--- src/rtl/dsp_mac_sequencer.sv ---
// Control sequencer for a DSP48A1 slice used as a multiply-accumulator.
// Streams operand beats, tracks them through the M/P stages, pulses done.
module dsp_mac_sequencer #(
  parameter int          LEN_W      = 8,
  parameter logic [7:0]  OPMODE_ACC = 8'h09
) (
  input  logic             clk,
  input  logic             rst_n,
  input  logic             start,
  input  logic [LEN_W-1:0] len,
  input  logic             abort,
  input  logic             s_valid,
  output logic             s_ready,
  output logic             ce_ab,
  output logic             ce_m,
  output logic             ce_p,
  output logic             rst_p,
  output logic [7:0]       opmode,
  output logic             busy,
  output logic             done
);

  typedef enum logic [2:0] {
    S_IDLE,
    S_CLEAR,
    S_FEED,
    S_DRAIN,
    S_DONE,
    S_ABORT
  } state_t;

  state_t           state;
  logic [LEN_W-1:0] rem;
  logic [1:0]       tk;
  logic             beat;

  // abort suppresses the beat in the cycle it is raised
  assign beat = (state == S_FEED) && s_valid && !abort;

  always_ff @(posedge clk or negedge rst_n) begin
    if (!rst_n) begin
      state <= S_IDLE;
      rem   <= '0;
      tk    <= '0;
    end else begin
      unique case (state)
        S_IDLE: begin
          if (start) begin
            rem   <= len;
            state <= S_CLEAR;
          end
        end
        S_CLEAR: begin
          if (abort) begin
            tk    <= '0;
            state <= S_ABORT;
          end else if (rem == '0) begin
            state <= S_DONE;
          end else begin
            state <= S_FEED;
          end
        end
        S_FEED: begin
          if (abort) begin
            tk    <= '0;
            state <= S_ABORT;
          end else begin
            tk <= {tk[0], beat};
            if (beat) begin
              rem <= rem - LEN_W'(1);
              if (rem == LEN_W'(1))
                state <= S_DRAIN;
            end
          end
        end
        S_DRAIN: begin
          if (abort) begin
            tk    <= '0;
            state <= S_ABORT;
          end else begin
            tk <= {tk[0], 1'b0};
            // tk goes all-zero on this edge once tk[0] is clear
            if (!tk[0])
              state <= S_DONE;
          end
        end
        S_DONE:  state <= S_IDLE;
        S_ABORT: state <= S_IDLE;
        default: state <= S_IDLE;
      endcase
    end
  end

  assign s_ready = (state == S_FEED);
  assign ce_ab   = beat;
  assign ce_m    = tk[0];
  assign ce_p    = tk[1];
  assign rst_p   = (state == S_CLEAR) || (state == S_ABORT);
  assign busy    = (state != S_IDLE);
  assign done    = (state == S_DONE);
  assign opmode  = busy ? OPMODE_ACC : 8'h00;

endmodule

--- config.mk ---
export PLATFORM = sky130hd
export DESIGN_NAME = dsp_mac_sequencer
export DESIGN_NICKNAME = d
export VERILOG_FILES = /design/src/rtl/dsp_mac_sequencer.sv
export SDC_FILE = /design/constraint.sdc
export NUM_CORES = 1
export LEC_CHECK = 0
export ABC_CLOCK_PERIOD_IN_PS = 2400
export BUFFER_PORTS_ARGS = -buffer_cell sky130_fd_sc_hd__buf_2
export CAP_MARGIN = 10
export CORE_ASPECT_RATIO = 0.9
export CORE_MARGIN = 4
export CORE_UTILIZATION = 49
export DETAILED_ROUTE_END_ITERATION = 7
export GPL_TIMING_DRIVEN = 0
export PLACE_DENSITY_LB_ADDON = 0.3
export SLEW_MARGIN = 0
export SYNTH_ARGS = -nofsm -noshare
export SYNTH_HDL_FRONTEND = slang
export SYNTH_SLANG_ARGS = --single-unit
--- constraint.sdc ---
create_clock -name clk -period 2.4 [get_ports clk]
set_input_delay 0.12 -clock clk [delete_from_list [all_inputs] [get_ports clk]]
set_output_delay 0.12 -clock clk [all_outputs]
set_load 0.005 [all_outputs]
# Yosys cells after proc, flatten, opt, wreduce, memory -nomap -nowiden
# Cells that the tools add are included.
[word_totals]
ff_bits = 13
latchBits = 0
ram_bits = 0
rom_bits = 0
input_bits = 13
elab_cells = 47
n_memories = 0
[classes]
addsub = 1
n_mul = 0
div_mod_pow = 0
magnitude_cmp = 0
n_eq_ne = 13
shifts = 0
n_mux = 18
n_bitwise = 0
n_reduce_logical = 12
[ops]
columns = ["op", "n"]
rows = [
  ["3-bit two-way mux", 8],
  ["8-bit two-way mux", 3],
  ["8-bit case mux with 2 select lines", 1],
  ["3-bit case mux with 4 select lines", 1],
  ["8-bit by 1-bit equality test with 1-bit output, second input constant", 1],
  ["8-bit zero test", 1],
  ["4-bit AND reduction", 2],
  ["8-bit by 1-bit subtractor with 8-bit output, second input constant", 1],
  ["3-bit by 2-bit equality test with 1-bit output, second input constant", 2],
  ["3-bit equality test, second input constant", 2],
  ["2-bit two-way mux", 3],
  ["2-bit inequality test, second input constant", 3],
  ["3-bit by 2-bit inequality test with 1-bit output, second input constant", 2],
  ["2-bit case mux with 3 select lines", 1],
  ["3-bit nonzero test", 2],
  ["4-bit two-way mux", 1],
  ["3-bit by 1-bit equality test with 1-bit output, second input constant", 1],
  ["3-bit zero test", 1],
  ["3-bit inequality test, second input constant", 1],
  ["1-bit logical AND", 2],
  ["2-bit by 1-bit inequality test with 1-bit output, second input constant", 1],
  ["2-bit AND reduction", 1],
  ["2-bit nonzero test", 1],
  ["1-bit zero test", 1],
  ["1-bit logical OR", 1],
]

# Longest topological paths before layout
[depth]
depth_word = 6
depth_mapped = 7
mapped_depth_nobuf = 6

# Worst setup path after synthesis
# No wires, ideal clock.
[synth_path]
path_type = "register to register"
from = "reg rem[0]"
to = "reg state[1]"
arrival_ns = 1.704
setup_slack_ns = 0.575
stages_incl_launch_ff = 6
path_buffers = 0
cell_sequence = "dfrtp_1 -> inv_1 -> ha_1 -> or3b_2 -> o31a_2 -> a32o_1"
[synth_between]
elab_chain_len = 4
[synth_rtl]
columns = ["item", "line_no", "source"]
rows = [
  ["start, declared", "33", "logic [LEN_W-1:0] rem;"],
  ["start signal, assigned", "49", "rem <= len;"],
  ["start signal, assigned", "70", "rem <= rem - LEN_W'(1);"],
  ["8-bit zero test", "57", "end else if (rem == '0) begin"],
  ["3-bit two-way mux", "57", ""],
  ["3-bit two-way mux", "54", "if (abort) begin"],
  ["3-bit case mux with 4 select lines", "46", "unique case (state)"],
  ["end signal, assigned", "56", "state <= S_ABORT;"],
  ["end signal, assigned", "58", "state <= S_DONE;"],
  ["end signal, assigned", "60", "state <= S_FEED;"],
  ["end, declared", "32", "state_t state;"],
]
# Several ways; a longest one is shown, not always the timed one.
# A chain may end at the register's enable or synchronous reset.

# Worst setup path in the final report
[layout_path]
from = "reg state[2]"
to = "out ce_ab"
[layout_between]
elab_chain_len = 3
[layout_rtl]
columns = ["item", "line_no", "source"]
rows = [
  ["start signal, assigned", "42", "state <= S_IDLE;"],
  ["start signal, assigned", "50", "state <= S_CLEAR;"],
  ["start signal, assigned", "56", ""],
  ["3-bit by 2-bit equality test with 1-bit output", "38", "assign beat = (state == S_FEED) && s_valid && !abort;"],
  ["1-bit logical AND (2 in series)", "38", ""],
  ["end, declared", "14", "output logic ce_ab,"],
]
# No other way between the ends.

==> flow_summary.json <==
{
  "status": "completed",
  "clk_pin_slew_ns": 0.08,
  "drive_gt1_share_pct": 31.3,
  "cp.required_ns": 2.28,
  "place.gp.congestion": 0.805,
  "final_util_pct": 63.8,
  "path_cells": "buf_2, or3b_2, inv_1, buf_2, and3_1, buf_2",
  "num_io_pins": 28,
  "grt_pass1_vias": 775,
  "power.leakage_nw": 0.507,
  "ys_warn_count": 0,
  "synth.most_common_cell": "dfrtp_1",
  "maxSlewViolCount": 0,
  "synth.mux.area_fraction_pct": 0,
  "fill_cells": 158,
  "grt_setup_unrepaired": "no",
  "cts.htree.levels": 1,
  "synth_compound_area_share_pct": 27.7,
  "cpMostUsedCell": "buf_2",
  "wl_um": 2010,
  "hp-class": "in -> reg",
  "ys_top_cells_by_count": "dfrtp_1, a21oi_1, o21ai_0",
  "synth-simple-area-share_pct": 21.0,
  "die_h_um": 48.5,
  "initial_utilization_pct": 52.7,
  "synth-edff-count": 0,
  "path_class": "reg -> out",
  "period_share_pct": 84.8,
  "vdd_ir_drop_max_v": 0.000794,
  "final_nets": 150,
  "die_x_um": 53.0,
  "drt.antenna.violating_nets": 0,
  "reg2regPathDepth": 5,
  "synth-seq-cells": 13,
  "period_needed_ns": 2.03,
  "register_area_sq_um": 325,
  "setup_viol_count_final": 0,
  "synthXorXnorAreaFrac_pct": 0,
  "cts_root_buf": "clkbuf_4",
  "multi_input_area_sq_um": 483,
  "top_usage_layer": "met2",
  "antenna_found_initial": 0,
  "slowest_stage": "or3b_2",
  "totalPowerFinal_mw": 1.20,
  "die_area_sq_mm": 0.00257,
  "drc": 0,
  "dpl.cell_count": 153,
  "clock_skew_ns": 0.00422,
  "grt_pass1_wl_um": 3290,
  "synth_top_family_by_area": "compound AO/OA/AOI/OAI gates",
  "ys_types": 37,
  "drt-initial-drc-count": 24,
  "grt_start_max_net_pins": 14,
  "wl_per_cell_um": 12.7,
  "place_ws_ns": 0.444,
  "async_reset_ff_share_pct": 100,
  "worst_slew_pin_slew_ns": 0.950,
  "power_density_mw_per_mm2": 1110,
  "insertion_delay_ns": 0.28,
  "cp_slowest_stage_delay_ns": 0.50,
  "io_buffers": 21,
  "synthesis.area_sq_um": 895,
  "cts_tree": "yes",
  "slew_headroom_pct": 36.3,
  "max_freq_mhz": 491,
  "fin_ws_ns": 0.365,
  "diodes": 0,
  "core_area_sq_mm": 0.00170,
  "vias_per_cell": 5.44,
  "synth_top_area_share_pct": 36.4,
  "synth_top_cell_by_area": "dfrtp_1",
  "cp_max_fo": 10,
  "rows": 14,
  "yosys-top-cells-area": "dfrtp_1, buf_4, a21oi_1",
  "syn-instance-count": 103,
  "place_hpwl_um": 1550,
  "cts-buffers-inserted": 3,
  "track_usage_pct": 16.2,
  "cp.arrival_ns": 1.91,
  "cp-end-kind": "output port",
  "drv_cap": 0,
  "ys_seq_area_share_pct": 36.4,
  "cp-start-kind": "flop",
  "syn2layout_area_growth_pct": 21.3,
  "instances_no_fill": 158,
  "synth_fa_ha_area_share_pct": 2.80,
  "cts.sinks": 13,
  "vias": 859,
  "finalSetupTns_ns": 0,
  "grt_overflow": 0,
  "whs_path_depth": 2,
  "hold_viol": 0,
  "avgSynthCellArea_sq_um": 8.69,
  "clock_path_buffers": 2,
  "grt_use_met2_pct": 26.2,
  "grt_util_met1_pct": 22.3,
  "firstDrtPassIters": 4,
  "met3_usage_pct": 2.76,
  "synth_flop_cell": "dfrtp_1"
}
[sequential cells by signal, indices dropped and copies added, names as in the netlist]
name	cells
rem	8
state	3
tk	2
[placed cells by master (no fill, tap or decap), drive strengths merged, types with 3 or more instances in the layout]
cell and count:
nand2b 3, nor3 6, inv 6, nand3 3, dfrtp 13, nor2 4, a21oi 11, o21ai 10
nand2 3, buf 32, clkbuf 6, conb 6
[cell type report]
type	instances	area share, %
multi-input cells	76	44.5
flip-flops and latches	13	30.0
repair buffers	22	10.6
plain buffers	13	7.61
well taps	24	2.77
clock buffers	4	2.42
inverters	6	2.08
[kinds of logic (layout without fill, tap and decap cells)]
| group | Yosys count | after routing |
|---|---|---|
| compound gates | 37 | 37 |
| fa+ha+maj | 2 | 2 |
| buf+inv | 19 | 45 |
| flops | 13 | 13 |
| other cells | 1 | 6 |
| simple gates | 31 | 31 |
[critical path: cells and delay by family (launching register included)]
family	cells	cell delay, ns
simple gates	2	0.67
flops	1	0.36
buf+inv	4	0.61
[path summary, 6_finish.rpt]
kind                          start  endpoint  slack, ns
max in group asynchronous     rst_n    rem[5]       1.92
min in group asynchronous     rst_n    rem[7]       0.25
setup / recovery           state[2]     ce_ab       0.37
hold / removal                abort     tk[1]       0.08
hold reg to reg               tk[1]     tk[1]       0.51
setup reg to reg             rem[0]  state[1]       0.44
[per-stage QoR]
stage,hold WS (ns),cell area [sq um]
after floorplan,-0.176,913
after global placement,0.0244,1050
after detailed placement,0.0243,1050
after CTS,0.0806,1080
after global routing,0.101,1080
final,0.0756,1080
[what timing repair did]
| action | in CTS | in global routing |
|---|---|---|
| hold buffers | 1 | 0 |
| gates resized for setup | 0 | 0 |
| buffers inserted | 0 | 0 |
| hold endpoints to repair | 13 | 0 |
[metal layers]
metal,wire length (um),vias to the layer above,share of wire [%]
met5,0,-,0
met4,20,0,0.99
met3,155,4,7.7
met2,929,31,46
met1,905,397,45
li1,-,427,-
[power by group]
part / total [mW] / switching [mW] / internal (mW)
clock: 0.139 / 0.0742 / 0.0645
combinational: 0.642 / 0.338 / 0.304
sequential: 0.420 / 0.100 / 0.320
total: 1.20 / 0.513 / 0.688
(Power assumes the default switching activity.)
